### src/rtl/fetch_ctrl.sv
// fetch_ctrl: fetch-stage sequencer for memory requests, branch redirects, halt drain and memory-timeout fault.
module fetch_ctrl #(
  parameter int unsigned ADDR    = 16,
  parameter int unsigned TIMEOUT = 15
) (
  input  logic            clk,
  input  logic            rst,
  input  logic            start_i,
  input  logic            halt_i,
  input  logic            de_stall_i,
  input  logic            br_req_i,
  input  logic [ADDR-1:0] br_addr_i,
  input  logic [ADDR-1:0] fetch_addr_i,
  output logic            mem_req_o,
  output logic [ADDR-1:0] mem_addr_o,
  input  logic            mem_ack_i,
  output logic            if_stall_o,
  output logic            if_branch_o,
  output logic [ADDR-1:0] if_baddr_o,
  output logic            flush_o,
  output logic            err_o,
  output logic [1:0]      state_o
);
  typedef enum logic [1:0] {IDLE = 2'd0, RUN = 2'd1, DRAIN = 2'd2, HALT = 2'd3} state_t;
  localparam logic [7:0] TO_LAST = 8'(TIMEOUT - 1);
  state_t          r_state;
  logic            r_pb_v;
  logic [ADDR-1:0] r_pb_addr;
  logic [7:0]      r_wait;
  logic            r_err;
  logic            w_run;
  logic            w_busy;
  logic            w_adv;
  logic            w_redir;
  logic            w_to;
  always_comb begin
    w_run   = r_state == RUN;
    w_busy  = w_run | (r_state == DRAIN);
    w_adv   = w_run & mem_ack_i & ~de_stall_i & ~halt_i;
    w_redir = w_run & mem_ack_i & ~halt_i & (r_pb_v | br_req_i);
    w_to    = w_busy & ~mem_ack_i & (r_wait == TO_LAST);
  end
  assign mem_req_o   = w_busy;
  assign mem_addr_o  = fetch_addr_i;
  assign if_stall_o  = ~(w_adv | w_redir);
  assign if_branch_o = w_redir;
  assign flush_o     = w_redir;
  // a same-cycle branch is newer than anything pending, so it wins the redirect
  assign if_baddr_o  = w_redir ? (br_req_i ? br_addr_i : r_pb_addr) : '0;
  assign err_o       = r_err;
  assign state_o     = r_state;
  always_ff @(posedge clk) begin
    if (!rst) begin
      r_state   <= IDLE;
      r_pb_v    <= 1'b0;
      r_pb_addr <= '0;
      r_wait    <= 8'd0;
      r_err     <= 1'b0;
    end else begin
      r_wait <= (w_busy & ~mem_ack_i & ~w_to) ? r_wait + 8'd1 : 8'd0;
      if (w_to) begin
        r_state <= HALT;
        r_err   <= 1'b1;
        r_pb_v  <= 1'b0;
      end else begin
        case (r_state)
          IDLE:  r_state <= start_i ? RUN : IDLE;
          RUN: begin
            if (halt_i) begin
              r_pb_v  <= 1'b0;
              r_state <= mem_ack_i ? HALT : DRAIN;
            end else if (w_redir) begin
              r_pb_v <= 1'b0;
            end else if (br_req_i) begin
              r_pb_v    <= 1'b1;
              r_pb_addr <= br_addr_i;
            end
          end
          DRAIN: r_state <= mem_ack_i ? HALT : DRAIN;
          HALT:  r_state <= (start_i & ~r_err) ? RUN : HALT;
        endcase
      end
    end
  end
endmodule

### config.mk
export PLATFORM = sky130hd
export DESIGN_NAME = fetch_ctrl
export DESIGN_NICKNAME = d
export VERILOG_FILES = /design/src/rtl/fetch_ctrl.sv
export SDC_FILE = /design/constraint.sdc
export NUM_CORES = 1
export LEC_CHECK = 0
export BUFFER_PORTS_ARGS = -buffer_cell sky130_fd_sc_hd__buf_4
export CORE_ASPECT_RATIO = 1.5
export CORE_MARGIN = 2
export CORE_UTILIZATION = 42
export CTS_CLUSTER_SIZE = 20
export DETAILED_ROUTE_END_ITERATION = 10
export PLACE_DENSITY = 0.88
export SLEW_MARGIN = 30
export SYNTH_ARGS = -nofsm -noshare
export SYNTH_HDL_FRONTEND = slang
export SYNTH_SLANG_ARGS = --single-unit
### constraint.sdc
create_clock -name clk -period 1.94 [get_ports clk]
set_clock_uncertainty 0.2 [all_clocks]
set_input_delay 0.388 -clock clk [delete_from_list [all_inputs] [get_ports clk]]
set_output_delay 0.388 -clock clk [all_outputs]
set_load 0.05 [all_outputs]
==> out/results.md <==
• **Worst EP arrival** 2.27 ns
• **number of failing setup endpoints in the final timing report** 36
• **total negative slack** -8.584 ns
• **top area cells in the synthesized netlist** sky130_fd_sc_hd__dfxtp_1 (34%), sky130_fd_sc_hd__mux2i_1 (9.8%), sky130_fd_sc_hd__buf_4 (8.8%)
• **CTS HTree Levels** 1
• **Layout Nets** 278
• **Critical path buffers and inverters** 3
• **pin count of the biggest net entering global routing** 33
• **run status** finished with violations
• **end of the worst register-to-register path** r_pb_addr[11]
• **number of buffers between clock root and the deepest sink** 2
• **via count of the first global-routing pass** 1436
• **path category of the worst min-delay check** input pin to flop
• **global-route wire length before repair** 6.189 mm
• **fraction of final layout cells sized beyond drive strength 1** 0.4764
• **number of I/O port buffers** 45
• **synthesized cell area** 1628 um2
• **violated checks** setup timing
• **weighted congestion at the end of routability-driven global placement** 0.7850
• **max-slew violation count** 0
• **overall track demand over capacity in global routing** 0.1926
• **hold path endpoint** r_pb_addr[7]
• **Starting DRT DRC Count** 33
• **crit end category** flop
• **post-DR wirelength/cell** 15.61 um
• **fillcell total** 280
• **setup slack of the critical path after layout** -0.3155 ns
• **1st-pass router iterations** 4
• **fin crit period** 2.256 ns
• **area grow syn2layout** 52.57%
• **width of the die** 54.83 um
• **portion of synthesized cell area occupied by the leading cell type** 0.3444
• **Design Area, Final** 2484 um2
• **average via count per standard cell** 5.377
• **power per unit of standard cell area** 625.0 nW/um2
• **overflow left after global routing** 0
• **synthesized area per cell** 8.478 um2
• **critical path data required time** 1.95 ns
• **number of clock buffers inserted by TritonCTS** 3
• **r2r setup slk** -0.32 ns
• **Cell Rows** 27
• **part of the Yosys area used for sequential elements** 0.3444
• **DRT Wirelength** 4.307 mm
• **unrepaired setup endpoints after global routing** yes
• **overall power of the completed layout** 1552 uW
• **vertical extent of the die** 80.25 um
• **leakage power figure** 0.001000 uW
• **cell family contributing the most delay on the critical path** simple AND/OR/NAND/NOR gates
• **worst-case reg-to-reg path depth** 8
• **maximum ir drop on the vdd rail** 0.6062 mV
• **Final Hold Vio Count** 0
• **Post-CTS Hold Buffers** 0
• **largest fanout on the critical path** 16
• **residual antenna-violating net count after detailed routing** 0
• **Hold Path Origin** br_addr_i[7]
• **initial antenna violation count** 0
• **clock root buffer** sky130_fd_sc_hd__clkbuf_8
• **hold path depth** 3
• **fin crit share** 1.163
• **# Max-Cap Violations** 0
• **Via Count** 1484
• **Syn Nets** 236
• **startpoint of the lowest-slack register-to-register path** state_o[1]
• **worst max-slew margin expressed relative to the limit** 0.7845
• **worst-margin pin slew** 0.3143 ns
• **number of flops mapped to enable cells by yosys** 0
• **clock transition at the register clock pins on the worst setup and hold paths after CTS** 0.09 ns
• **maximum clock frequency** 443.4 MHz
• **commonest cells in the netlist** sky130_fd_sc_hd__dfxtp_1 (28), sky130_fd_sc_hd__nor2_1 (26), sky130_fd_sc_hd__buf_4 (19), sky130_fd_sc_hd__nand2_1 (19), sky130_fd_sc_hd__nand3_1 (18)
• **Critical Path Slowest Stage Cell** sky130_fd_sc_hd__or4b_4
• **Std-Cell Core Area** 3682 um2
• **number of sinks driven by the clock tree** 28
• **fraction of registers with async set or reset after synthesis** 0
• **area of the die** 4400 um2
• **number of top-level pins** 78
• **clock tree from TritonCTS** built
• **category of the critical setup timing path** flop to flop
• **cell type contributing the most total cell area after synthesis** sky130_fd_sc_hd__dfxtp_1
• **detailed-placement wirelength estimate** 2.578 mm
• **placement-stage cell area** 2062 um2
• **critical path cell sequence** inv_4 -> buf_4 -> ha_4 -> or4b_4 -> o2111ai_4 -> clkbuf_16 -> nand3_1 -> o21ai_1
• **flip-flop and latch count after synthesis** 28
• **Initial Util** 0.4421
• **synth unique cells** 33
• **Clock Latency Late Sink** 0.27 ns
• **worst slack at placement** -0.06639 ns
• **number of design rule violations left after detail routing** 0
• **antenna cell count** 0
• **delay contributed by the slowest stage of the critical path** 0.46 ns
• **Mapped Cells** 192
• **YS warnings** 0
• **Setup crit start kind** flop
• **cell with the most instances after synthesis** sky130_fd_sc_hd__dfxtp_1
• **main flop type after synthesis** sky130_fd_sc_hd__dfxtp_1
[registers in the layout (all words and copies together), names as in the netlist]
register   count
r_pb_addr     16
r_wait         8
state_o        2
err_o          1
r_pb_v         1
[through the flow]
stage / std cells / util / hold slack, ns
5_1_grt: 276 / 0.6745 / 0.1455
4_1_cts: 275 / 0.6364 / 0.1581
2_1_floorplan: 192 / - / 0.2426
6_report: 276 / 0.6745 / 0.1559
3_5_place_dp: 265 / 0.5600 / 0.2632
3_3_place_gp: 265 / 0.5600 / 0.2516
[per-layer routing]
layer  global-route usage  part of all wire  routed length, um
met5                    0                 0                  0
met4               0.1075             0.023                 99
met3              0.02416             0.046                199
met2               0.3488              0.58               2486
met1               0.1995              0.35               1522
[power by group]
group / internal (uW) / switching, uW / total [uW]
combinational: 248 / 285 / 533
clock: 225 / 180 / 405
sequential: 598 / 16.7 / 615
[kinds of logic after synthesis]
group,after synthesis,synth area share
AOI/OAI and AO/OA,26,0.1045
xor gates and xnor gates,6,0.03228
and+or+nand+nor,77,0.2283
DFF,28,0.3444
muxes,16,0.09838
adders and majority gates,5,0.03843
buffers and inverters,34,0.1537
[worst max path at each step]
stage / from / endpoint / cells past startpoint
2_1_floorplan: state_o[0] / if_baddr_o[10] / 6
3_3_place_gp: state_o[0] / r_pb_addr[3] / 7
3_5_place_dp: state_o[0] / r_pb_addr[15] / 7
4_1_cts: state_o[1] / if_baddr_o[13] / 8
5_1_grt: state_o[1] / if_baddr_o[11] / 8
6_report: state_o[1] / r_pb_addr[11] / 8
[repair_timing]
action	4_1_cts	5_1_grt
setup buffers	5	1
endpoints found under the setup margin	35	38
pin swaps	8	6
resized for setup	34	41
cloned	2	2
[worst min-delay path, cell delays in order]
cell                      delay, ns
sky130_fd_sc_hd__buf_4         0.11
sky130_fd_sc_hd__nand2_1       0.05
sky130_fd_sc_hd__o21ai_1       0.05
[placed cells by master (no fill, tap or decap), drive strengths merged, types with 2 or more instances in the layout]
master	netlist	routed
inv	6	6
o21a	3	3
o21ai	17	17
ha	5	5
nor2	26	26
nand2	19	19
mux2i	16	16
nor2b	3	3
nand3	18	18
xor2	5	5
a21oi	2	2
buf	23	63
clkbuf	4	6
dfxtp	28	28
nand4	3	3
[area by class of cell]
| class | instances | area [um2] | share of cell area |
|---|---|---|---|
| multi-input combinational | 130 | 1062 | 0.4277 |
| timing repair buffer | 65 | 700.7 | 0.2821 |
| sequential | 28 | 568.0 | 0.2287 |
| clock buffer | 4 | 66.31 | 0.02670 |
| tap | 43 | 53.80 | 0.02166 |
| inverter | 6 | 32.53 | 0.01310 |
Note: power is estimated with default switching activity, not from simulation.
